### src/rtl/issue_queue16_if.sv
// Issue queue bus interface: instruction insert, tag wakeup, arbiter
// request/grant, and the registered issue output.
//   master : producer/arbiter side (drives alloc_*, wakeup_*, granted)
//   slave  : queue side (drives alloc_ready, ready, issue_*, count)
interface issue_queue16_if;
  logic        alloc_valid;
  logic [5:0]  alloc_src1;
  logic [5:0]  alloc_src2;
  logic        alloc_src1_rdy;
  logic        alloc_src2_rdy;
  logic [5:0]  alloc_dest;
  logic [31:0] alloc_payload;
  logic        alloc_ready;
  logic        wakeup_valid;
  logic [5:0]  wakeup_tag;
  logic [15:0] ready;
  logic [4:0]  granted;
  logic        issue_valid;
  logic [3:0]  issue_index;
  logic [5:0]  issue_dest;
  logic [31:0] issue_payload;
  logic [4:0]  count;

  modport master (
    output alloc_valid, alloc_src1, alloc_src2, alloc_src1_rdy, alloc_src2_rdy,
           alloc_dest, alloc_payload, wakeup_valid, wakeup_tag, granted,
    input  alloc_ready, ready, issue_valid, issue_index, issue_dest,
           issue_payload, count
  );

  modport slave (
    input  alloc_valid, alloc_src1, alloc_src2, alloc_src1_rdy, alloc_src2_rdy,
           alloc_dest, alloc_payload, wakeup_valid, wakeup_tag, granted,
    output alloc_ready, ready, issue_valid, issue_index, issue_dest,
           issue_payload, count
  );
endinterface

### src/rtl/issue_queue16.sv
// 16-entry out-of-order issue queue with tag wakeup and one issue per cycle.
// Ports:
//   CLK   - clock, all state updates on the rising edge
//   RESET - synchronous active-high reset, highest priority
//   FLUSH - discards all entries at the next edge
//   bus   - issue_queue16_if.slave (insert, wakeup, request/grant, issue, count)
// Build option: define IQ_FAST_WAKEUP_EN to let a same-cycle wakeup tag
// bypass into the ready request vector; otherwise ready uses stored bits only.
module issue_queue16 (
  input logic             CLK,
  input logic             RESET,
  input logic             FLUSH,
  issue_queue16_if.slave  bus
);
  localparam int unsigned N  = 16;
  localparam int unsigned TW = 6;
  localparam int unsigned PW = 32;
  localparam int unsigned IW = 4;
  localparam int unsigned CW = 5;

  logic [N-1:0]  valid_q;
  logic [N-1:0]  s1_rdy_q;
  logic [N-1:0]  s2_rdy_q;
  logic [TW-1:0] s1_tag_q  [N];
  logic [TW-1:0] s2_tag_q  [N];
  logic [TW-1:0] dest_q    [N];
  logic [PW-1:0] payload_q [N];
  logic [CW-1:0] count_q;

  logic          issue_valid_q;
  logic [IW-1:0] issue_index_q;
  logic [TW-1:0] issue_dest_q;
  logic [PW-1:0] issue_payload_q;

  logic [N-1:0]  s1_eff;
  logic [N-1:0]  s2_eff;
  logic [N-1:0]  ready_c;
  logic          free_found;
  logic [IW-1:0] free_idx;
  logic          alloc_ready_c;
  logic          do_alloc;
  logic [IW-1:0] grant_idx;
  logic          do_issue;
  logic          alloc_s1_rdy;
  logic          alloc_s2_rdy;

  // Per-slot source readiness feeding the arbiter request vector
  always_comb begin
    s1_eff = '0;
    s2_eff = '0;
    for (int i = 0; i < N; i++) begin
`ifdef IQ_FAST_WAKEUP_EN
      s1_eff[i] = s1_rdy_q[i] | (bus.wakeup_valid && (s1_tag_q[i] == bus.wakeup_tag));
      s2_eff[i] = s2_rdy_q[i] | (bus.wakeup_valid && (s2_tag_q[i] == bus.wakeup_tag));
`else
      s1_eff[i] = s1_rdy_q[i];
      s2_eff[i] = s2_rdy_q[i];
`endif
    end
    ready_c = valid_q & s1_eff & s2_eff;
  end

  // Lowest-index free slot, from registered valid bits only
  always_comb begin
    free_found = 1'b0;
    free_idx   = '0;
    for (int i = 0; i < N; i++) begin
      if (!valid_q[i] && !free_found) begin
        free_found = 1'b1;
        free_idx   = IW'(i);
      end
    end
  end

  // Handshake decode; a freshly allocated slot is invalid in its own cycle,
  // so a grant aimed at it never qualifies.
  always_comb begin
    alloc_ready_c = (count_q < CW'(N));
    do_alloc      = bus.alloc_valid && alloc_ready_c && free_found;
    grant_idx     = bus.granted[IW-1:0];
    do_issue      = !bus.granted[CW-1] && ready_c[grant_idx];
    alloc_s1_rdy  = bus.alloc_src1_rdy | (bus.wakeup_valid && (bus.alloc_src1 == bus.wakeup_tag));
    alloc_s2_rdy  = bus.alloc_src2_rdy | (bus.wakeup_valid && (bus.alloc_src2 == bus.wakeup_tag));
  end

  // Slot storage, wakeup, issue and occupancy count
  always_ff @(posedge CLK) begin
    if (RESET) begin
      valid_q         <= '0;
      s1_rdy_q        <= '0;
      s2_rdy_q        <= '0;
      count_q         <= '0;
      issue_valid_q   <= 1'b0;
      issue_index_q   <= '0;
      issue_dest_q    <= '0;
      issue_payload_q <= '0;
    end else if (FLUSH) begin
      valid_q       <= '0;
      count_q       <= '0;
      issue_valid_q <= 1'b0;
    end else begin
      issue_valid_q <= do_issue;
      if (do_issue) begin
        issue_index_q   <= grant_idx;
        issue_dest_q    <= dest_q[grant_idx];
        issue_payload_q <= payload_q[grant_idx];
        valid_q[grant_idx] <= 1'b0;
      end
      for (int i = 0; i < N; i++) begin
        if (bus.wakeup_valid && valid_q[i]) begin
          if (s1_tag_q[i] == bus.wakeup_tag) s1_rdy_q[i] <= 1'b1;
          if (s2_tag_q[i] == bus.wakeup_tag) s2_rdy_q[i] <= 1'b1;
        end
      end
      if (do_alloc) begin
        valid_q[free_idx]   <= 1'b1;
        s1_tag_q[free_idx]  <= bus.alloc_src1;
        s2_tag_q[free_idx]  <= bus.alloc_src2;
        s1_rdy_q[free_idx]  <= alloc_s1_rdy;
        s2_rdy_q[free_idx]  <= alloc_s2_rdy;
        dest_q[free_idx]    <= bus.alloc_dest;
        payload_q[free_idx] <= bus.alloc_payload;
      end
      count_q <= count_q + CW'(do_alloc) - CW'(do_issue);
    end
  end

  assign bus.ready         = ready_c;
  assign bus.alloc_ready   = alloc_ready_c;
  assign bus.count         = count_q;
  assign bus.issue_valid   = issue_valid_q;
  assign bus.issue_index   = issue_index_q;
  assign bus.issue_dest    = issue_dest_q;
  assign bus.issue_payload = issue_payload_q;
endmodule

### src/flat_wrapper.sv
// flat-port wrapper written by rule: the top's interface ports become plain ports
module issue_queue16_flat 
  (CLK, RESET, FLUSH, bus_alloc_valid, bus_alloc_src1, bus_alloc_src2, bus_alloc_src1_rdy, bus_alloc_src2_rdy, bus_alloc_dest, bus_alloc_payload, bus_wakeup_valid, bus_wakeup_tag, bus_granted, bus_alloc_ready, bus_ready, bus_issue_valid, bus_issue_index, bus_issue_dest, bus_issue_payload, bus_count);
  issue_queue16_if bus_i ();
  input logic CLK;
  input logic RESET;
  input logic FLUSH;
  input wire logic [$bits(bus_i.alloc_valid)-1:0] bus_alloc_valid;
  input wire logic [$bits(bus_i.alloc_src1)-1:0] bus_alloc_src1;
  input wire logic [$bits(bus_i.alloc_src2)-1:0] bus_alloc_src2;
  input wire logic [$bits(bus_i.alloc_src1_rdy)-1:0] bus_alloc_src1_rdy;
  input wire logic [$bits(bus_i.alloc_src2_rdy)-1:0] bus_alloc_src2_rdy;
  input wire logic [$bits(bus_i.alloc_dest)-1:0] bus_alloc_dest;
  input wire logic [$bits(bus_i.alloc_payload)-1:0] bus_alloc_payload;
  input wire logic [$bits(bus_i.wakeup_valid)-1:0] bus_wakeup_valid;
  input wire logic [$bits(bus_i.wakeup_tag)-1:0] bus_wakeup_tag;
  input wire logic [$bits(bus_i.granted)-1:0] bus_granted;
  output wire logic [$bits(bus_i.alloc_ready)-1:0] bus_alloc_ready;
  output wire logic [$bits(bus_i.ready)-1:0] bus_ready;
  output wire logic [$bits(bus_i.issue_valid)-1:0] bus_issue_valid;
  output wire logic [$bits(bus_i.issue_index)-1:0] bus_issue_index;
  output wire logic [$bits(bus_i.issue_dest)-1:0] bus_issue_dest;
  output wire logic [$bits(bus_i.issue_payload)-1:0] bus_issue_payload;
  output wire logic [$bits(bus_i.count)-1:0] bus_count;
  assign bus_i.alloc_valid = bus_alloc_valid;
  assign bus_i.alloc_src1 = bus_alloc_src1;
  assign bus_i.alloc_src2 = bus_alloc_src2;
  assign bus_i.alloc_src1_rdy = bus_alloc_src1_rdy;
  assign bus_i.alloc_src2_rdy = bus_alloc_src2_rdy;
  assign bus_i.alloc_dest = bus_alloc_dest;
  assign bus_i.alloc_payload = bus_alloc_payload;
  assign bus_i.wakeup_valid = bus_wakeup_valid;
  assign bus_i.wakeup_tag = bus_wakeup_tag;
  assign bus_i.granted = bus_granted;
  assign bus_alloc_ready = bus_i.alloc_ready;
  assign bus_ready = bus_i.ready;
  assign bus_issue_valid = bus_i.issue_valid;
  assign bus_issue_index = bus_i.issue_index;
  assign bus_issue_dest = bus_i.issue_dest;
  assign bus_issue_payload = bus_i.issue_payload;
  assign bus_count = bus_i.count;
  issue_queue16 u_core (.CLK(CLK), .RESET(RESET), .FLUSH(FLUSH), .bus(bus_i));
endmodule
### config.mk
export PLATFORM = sky130hd
export DESIGN_NAME = issue_queue16_flat
export DESIGN_NICKNAME = d
export VERILOG_FILES = /design/src/rtl/issue_queue16_if.sv /design/src/rtl/issue_queue16.sv /design/src/flat_wrapper.sv
export SDC_FILE = /design/constraint.sdc
export NUM_CORES = 1
export LEC_CHECK = 0
export ABC_CLOCK_PERIOD_IN_PS = 9180
export CAP_MARGIN = 10
export CORE_MARGIN = 10
export CORE_UTILIZATION = 25
export CTS_CLUSTER_DIAMETER = 30
export DETAILED_ROUTE_END_ITERATION = 8
export PLACE_DENSITY = 0.5
export SLEW_MARGIN = 20
export SYNTH_ARGS = -nofsm -noshare
export SYNTH_HDL_FRONTEND = slang
export SYNTH_SLANG_ARGS = --single-unit
### constraint.sdc
create_clock -name CLK -period 9.18 [get_ports CLK]
set_clock_uncertainty 0.15 [all_clocks]
set_input_delay 1.836 -clock CLK [delete_from_list [all_inputs] [get_ports CLK]]
set_output_delay 1.836 -clock CLK [all_outputs]
set_load 0.005 [all_outputs]
**Yosys cells after proc, flatten, opt, wreduce, memory -nomap -nowiden**

Memories as Yosys holds them, arrays and structs flattened. A register that Yosys moved wholly into a read port is not among the register bits.
Index checks and enable logic that the tools add are counted.
W data, S select, Z words.

- Bits of input ports: 68
- RAM bits: 800
- Memories: 4
- Output and inout port bits: 65
- Word-level logic and storage cells: 306
- Bits in registers: 58

Memory list:

| memory | words | width | read ports | clocked after memory_dff | wr ports | RTL line | text |
|---|---|---|---|---|---|---|---|
| u_core.payload_q | 16 | 32 | 1 | 1 | 1 | issue_queue16.sv:27 | `logic [PW-1:0] payload_q [N];` |
| u_core.dest_q | 16 | 6 | 1 | 1 | 1 | issue_queue16.sv:26 | `logic [TW-1:0] dest_q [N];` |
| u_core.s1_tag_q | 16 | 6 | 16 | 0 | 1 | issue_queue16.sv:24 | `logic [TW-1:0] s1_tag_q [N];` |
| u_core.s2_tag_q | 16 | 6 | 16 | 0 | 1 | issue_queue16.sv:25 | `logic [TW-1:0] s2_tag_q [N];` |

- $add $sub $neg: 2
- Order comparisons: 5
- Mux-type cells: 177
- Equal/unequal tests: 34
- Reduce and logical (&&, ||, !) cells: 70
- Bitwise logic cells: 8

Operators by type and width:

| operator | count |
|---|---|
| $eq A6 B6 Y1 | 34 |
| $mux W1 | 152 |
| $mux W16 | 6 |
| $and A16 B16 Y16 | 3 |
| $logic_and A1 B1 Y1 | 38 |
| $bwmux W16 | 2 |
| $mux W4 | 8 |
| $logic_not A1 Y1 | 30 |
| $not A16 Y16 | 1 |
| $or A16 B16 Y16 | 1 |
| $mux W3 | 4 |
| $lt A4 B5 Y1 const B | 2 |
| $demux W1 S4 | 2 |
| $ge A4 B1 Y1 const B | 2 |
| $add A5 B1 Y5 | 1 |
| $lt A5 B5 Y1 const B | 1 |
| $sub A5 B1 Y5 | 1 |
| $bmux W1 S4 | 1 |
| $mux W2 | 2 |
| $or A1 B1 Y1 | 2 |
| $reduce_and A2 Y1 | 1 |
| $reduce_or A2 Y1 | 1 |
| $not A1 Y1 | 1 |

**Longest topological paths before layout**

- Word-level depth: 51
- Mapped depth: 15
- Mapped depth without buffers: 14

**Least setup slack after synthesis**

OpenSTA, ideal clock, no wires.

- Kind: input-to-reg
- From: in FLUSH
- To: mem u_core.dest_q[15][0], enable pin
- Library setup time: 0.599 ns
- Data arrival time: 7.702 ns
- Path buffers: 2
- Data required time: 8.431 ns
- Stages: 5
- Slack: 0.729 ns
- Cell sequence: clkbuf_1 inv_1 nand2_1 clkbuf_1 nor4b_1

- Longest elaborated chain between the ends: 3

RTL lines:

| item | RTL line | text |
|---|---|---|
| start, declared | flat_wrapper.sv:7 | `input logic FLUSH;` |
| $mux W1 | issue_queue16.sv:97 | `end else if (FLUSH) begin` |
| $mux W1 | issue_queue16.sv:88 | `if (RESET) begin` |
| $mux W1 (implied by the code) | issue_queue16.sv:121 | `dest_q[free_idx] <= bus.alloc_dest;` |
| end, declared | issue_queue16.sv:26 |  |

Every way passes these cells.

**Worst setup path in the final report**

- From: in bus_granted[3]
- To: reg u_core.count_q[4], in the netlist u_core.bus.count[4]

- Longest elaborated chain between the ends: 4

RTL lines:

| item | RTL line | text |
|---|---|---|
| start, declared | flat_wrapper.sv:17 | `input wire logic [$bits(bus_i.granted)-1:0] bus_granted;` |
| $bmux W1 S4 | issue_queue16.sv:81 | `do_issue = !bus.granted[CW-1] && ready_c[grant_idx];` |
| $mux W1 (implied by the code) | issue_queue16.sv:81 |  |
| $logic_and A1 B1 Y1 | issue_queue16.sv:81 |  |
| named net u_core.do_issue | issue_queue16.sv:43 | `logic do_issue;` |
| $sub A5 B1 Y5 | issue_queue16.sv:124 | `count_q <= count_q + CW'(do_alloc) - CW'(do_issue);` |
| end signal, assigned | issue_queue16.sv:124 |  |
| end, declared | issue_queue16.sv:28 | `logic [CW-1:0] count_q;` |

The timed path passes the listed nets, and every way through them passes these cells. The select of a mux whose other input is x is not followed.
A chain may end at the register's enable or synchronous reset.

==> results.py <==
metrics = {
    "detailed_routing": {
        "dr.first_iter.drc_count": 1716,
        "drc_errors": 0,
        "vias_per_cell": 4.62,
        "wl_um": 99700,
        "routedWlPerCell_um": 23.8,
        "num_vias": 19400,
        "drtAntennaViolNets": 0,
        "dr.pass1.iters": 6,
    },
    "final_layout": {
        "stdcell_count": 4194,
        "area_growth_pct": 24.6,
        "mostFrequentLayoutCells": "800 x edfxtp_1, 154 x clkbuf_16, 152 x mux4_2",
        "drive_above_1_share": 0.211,
        "nets": 2252,
        "final_common_cell": "edfxtp_1",
    },
    "logic_synthesis": {
        "yosysTopAreaCell": "edfxtp_1",
        "syn_inst": 1960,
        "syn_area_per_cell_sq_um": 18.1,
        "syn_area_sq_um": 35500,
        "ys_top_cells_by_area": "edfxtp_1 68%, mux4_2 9.7%, dfxtp_1 5.4%, xor2_1 3.2%, xnor2_1 1.9%",
        "syn_nets": 2034,
        "ys.flop_type": "edfxtp_1",
        "synthDistinctLibCells": 66,
        "synth-seq-area-share": 0.732,
        "synth_edf_count": 800,
        "synth_top_area_share": 0.677,
        "yosys_warnings": 0,
        "synth.ff_latch_count": 896,
        "async_flop_share": 0,
    },
    "placement": {
        "dp_hpwl_um": 55500,
        "placedCellCount": 3916,
        "routabilityCongestion": 0.853,
        "port_buffers": 132,
    },
    "sta": {
        "drv_slew": 0,
        "rsz0062_at_grt": "no",
        "max_freq_mhz": 189,
        "max_slew_margin": 0.201,
        "final.setup.tns_ns": 0,
        "fin_crit_sh": 0.577,
        "timing.final.crit_period_ns": 5.30,
        "worstMarginPinSlew_ns": 1.19,
        "setup_viol": 0,
        "hold_viol_final": 0,
    },
    "critical_path": {
        "end_kind": "flip-flop",
        "worst_setup_path_start_kind": "input pin",
        "critPathMaxFanout": 11,
        "cp_data_required_time_ns": 9.59,
        "cp.arrival_ns": 5.71,
        "path_class": "in -> reg",
    },
    "clock_network": {
        "cts_tree": "yes",
        "cts-htree-levels": 4,
        "cts-root-buf": "clkbuf_16",
        "cts_max_path_buffers": 3,
        "clock_sinks": 896,
        "cts_resized": 0,
        "cts.clk_slew.worst_paths_ns": 0.04,
        "numCtsBuffers": 150,
        "clk_latency_ns": 0.75,
        "cts_setup_buffers": 0,
        "cts_hold_buf": 0,
    },
    "die": {
        "fp.dieH_um": 397,
        "dieWidth_um": 397,
        "die-area_sq_um": 157000,
        "ioPinCount": 133,
        "rows": 138,
        "fp.coreArea_sq_um": 141000,
        "start_util": 0.251,
    },
    "global_route": {
        "grt_pass1_wl_um": 143000,
        "grt_overflow_total": 0,
        "grt_pass1_vias": 20200,
        "grt_usage": 0.124,
        "grt_max_degree": 100,
        "antenna_found_initial": 14,
    },
    "power": {
        "leakagePower_nw": 14.1,
        "max-vdd-ir-drop_mv": 0.160,
        "p_per_area_nw_per_um2": 237,
    },
    "flow_run": {
        "maxCapViolations": 0,
    },
    "hold_path": {
        "min_path_type": "reg -> reg",
    },
    "status": {
        "status": "complete, no violations",
    },
}
-- sequential cells by signal (all words and copies together), names as in the netlist, 6 cells and up --
signal,cells
u_core.valid_q,16
u_core.payload_q,512
u_core.bus.issue_dest,6
u_core.s2_eff,16
u_core.s2_tag_q,96
u_core.dest_q,96
u_core.bus.issue_payload,32
u_core.s1_tag_q,96
u_core.s1_eff,16
-- metal layers --
layer,up-vias,wire [um],GRT usage
li1,8324,-,-
met1,10200,43600,0.165
met2,683,47000,0.196
met3,186,6440,0.0306
met4,12,2620,0.0441
met5,-,77,0
-- worst max-delay path, stage by stage --
cell             delay, ns
clkdlybuf4s50_1       0.83
clkinv_1              0.45
a2111oi_1             0.68
nor3_1                0.18
nand2_1               0.13
nor2_1                0.06
ha_1                  0.28
inv_1                 0.04
ha_1                  0.21
fa_1                  0.44
a21o_1                0.18
a21oi_1               0.17
xnor2_1               0.14
nor2_1                0.07
-- metrics by stage --
step	util	power [W]	worst slack [ns]	cell area (sq um)	hold WS (ns)
after floorplan	-	0.00481	0.729	35500	0.283
after global placement	0.277	0.00502	3.30	39100	0.298
after detailed placement	0.277	0.00502	3.28	39100	0.321
after CTS	0.313	0.0106	4.05	44200	0.330
after global routing	0.313	0.0108	3.66	44200	0.340
final	0.313	0.0105	3.88	44200	0.324
-- layout make-up --
type                            count  area, sq um
Antenna cell                        1         2.50
Clock inverter                     95         1080
Inverter                           18         67.6
Multi-Input combinational cell    939         9110
Sequential cell                   896        25900
Tap cell                         1890         2360
Timing Repair Buffer              173         1610
Fill cell                       13800        97100
Clock buffer                      182         4000
-- cells by family after synthesis --
logic type | count (synthesis) | synth area share
buf+inv | 125 | 0.0154
xor+xnor | 208 | 0.0514
mux | 201 | 0.110
flops | 896 | 0.732
simple gates | 319 | 0.0452
compound gates | 205 | 0.0435
fa+ha+maj | 6 | 0.00233
-- power breakdown --
part           switching (W)  internal, W  total (W)
clock network        0.00198      0.00355    0.00553
logic               0.000278     0.000176   0.000455
registers          0.0000137      0.00447    0.00448
-- Yosys cell counts (all sizes together), types with 2 or more instances --
cell,instances
buf,43
a221oi,7
ha,5
mux4,152
o21ai,9
xnor2,78
and4,5
mux2,3
a311oi,2
and2,6
o221ai,2
or2,2
inv,17
o221a,8
a22oi,77
o31ai,4
o21a,6
o311ai,2
and3,21
xor2,130
o211a,7
nand2b,10
a2111oi,6
mux2i,46
nor4,39
nor3,24
dfxtp,96
a21oi,41
nand3,11
a41oi,7
a21boi,2
or3,3
a31oi,6
nor2b,7
nor2,76
clkbuf,64
a41o,2
a21o,2
a211oi,5
nand4,34
edfxtp,800
a31o,3
nand2,77
-- worst paths after layout --
path                                                    start                                 to  slack, ns  depth (start not counted)
worst max-delay path                           bus_granted[3]     u_core.bus.count[4]$_SDFF_PP0_       3.88                         14
worst min-delay path            u_core.s2_eff[1]$_SDFFE_PP0N_      u_core.s2_eff[1]$_SDFFE_PP0N_       0.32                          1
worst max register to register   u_core.valid_q[5]$_SDFF_PP0_  u_core.payload_q[6][14]$_DFFE_PP_       4.57                          7
worst min register to register  u_core.s2_eff[1]$_SDFFE_PP0N_      u_core.s2_eff[1]$_SDFFE_PP0N_       0.32                          1
No activity file was read; power rests on OpenSTA's default activity.
==> patch (config.mk and constraints unchanged) <==
The option `IQ_FAST_WAKEUP_EN` is turned on by a define.
--- a/src/rtl/issue_queue16.sv
+++ b/src/rtl/issue_queue16.sv
@@ -6,6 +6,8 @@
 //   bus   - issue_queue16_if.slave (insert, wakeup, request/grant, issue, count)
 // Build option: define IQ_FAST_WAKEUP_EN to let a same-cycle wakeup tag
 // bypass into the ready request vector; otherwise ready uses stored bits only.
+`define IQ_FAST_WAKEUP_EN
+
 module issue_queue16 (
   input logic             CLK,
   input logic             RESET,
Check against the original RTL: not equivalent (Yosys sat finds a counterexample within 4 cycles, from zero or initial values and one cycle with RESET high).
==> patch against the original RTL <==
Synthesized cell count is 2.8% higher. First-iteration DRC count up 4.3%. Power is 12% higher. Synthesized area is 1.8% higher. Final area increased by 4.2%. Wire length is 5.1% higher. Clock power grew 21%. Die area increased by 1.7%. Setup slack got worse by 1.4 ns. Sequential cell count is the same. Sequential share of layout area down 2.4 points.
==> patch: results <==
metrics = {
    "detailed_routing": {
        "wl_met3_mm": 6.21,
        "wl_mm": 105,
        "routed_via_density": 4.63,
        "route.layer.met1.wl_mm": 44.9,
    },
    "placed_design": {
        "place_inst": 3990,
        "postPlaceCellArea_sq_mm": 0.0397,
        "dp_hpwl_mm": 59.6,
        "globalplace.congestion": 0.849,
    },
    "power_and_ir_drop": {
        "vdd_drop_max_uv": 185,
        "p_seq_share_pct": 38.4,
        "total_power_w": 0.0117,
        "leakage_nw": 14.5,
    },
    "logic_synthesis": {
        "synth-seq-area-share_pct": 71.9,
        "yosys-top-cells-area": "edfxtp_1 (67%), mux4_2 (12%), dfxtp_1 (5.3%), xor2_1 (2.7%), xnor2_1 (2.3%)",
        "synth_nets": 2088,
        "synthTopCellsByCount": "edfxtp_1 (800), mux4_2 (190), xor2_1 (111), a21oi_1 (104)",
        "synth.avg_cell_area_sq_um": 17.9,
    },
    "cells_and_area": {
        "nets": 2341,
        "drive_gt1_share_pct": 25.1,
        "nNonClkInverters": 19,
        "design_area_sq_mm": 0.0460,
        "multi_input_area_sq_mm": 0.00956,
        "buf_share_pct": 3.76,
        "clock_buffers": 207,
        "n_fill_cell": 13715,
        "clockNetworkAreaShare_pct": 13.8,
    },
    "sta": {
        "slew_headroom_pct": 30.2,
    },
    "grt": {
        "grt_usage_pct": 13.0,
        "use_met2_pct": 21.3,
        "antenna_found_initial": 19,
        "use_met1_pct": 16.8,
        "grt_pass1_wl_mm": 152,
        "first_global_vias": 21341,
    },
    "worst_setup_path": {
        "reg2reg_slack_ns": 4.70,
        "critPathMaxFanout": 9,
    },
    "run_status": {
        "outcome": "finished clean",
    },
    "clocking": {
        "clock_latency_ns": 0.78,
        "cts_buffers": 178,
    },
}
-- patch: final timing paths --
kind / from / to
max: bus_wakeup_valid / bus_ready[8]
min: u_core.s2_rdy_q[7] / u_core.s2_rdy_q[7]
max reg2reg: u_core.valid_q[5] / u_core.payload_q[14][10]
min reg2reg: u_core.s2_rdy_q[7] / u_core.s2_rdy_q[7]
-- patch: worst min-delay path: stages, from the launching register on --
cell	delay [ns]
dfxtp_1	0.31
nand2_1	0.06
a21oi_1	0.06
-- patch: kinds of logic (layout without fill, tap and decap cells) --
logic type,after synthesis,in the layout,share of synthesized area [%]
AOI/OAI and AO/OA,243,243,4.12
xor gates and xnor gates,208,208,5.07
adders and majority gates,6,6,0.229
buffers and inverters,136,545,2.01
DFF,896,896,71.9
muxes,192,192,11.9
other,0,1,0
and+or+nand+nor,333,333,4.76
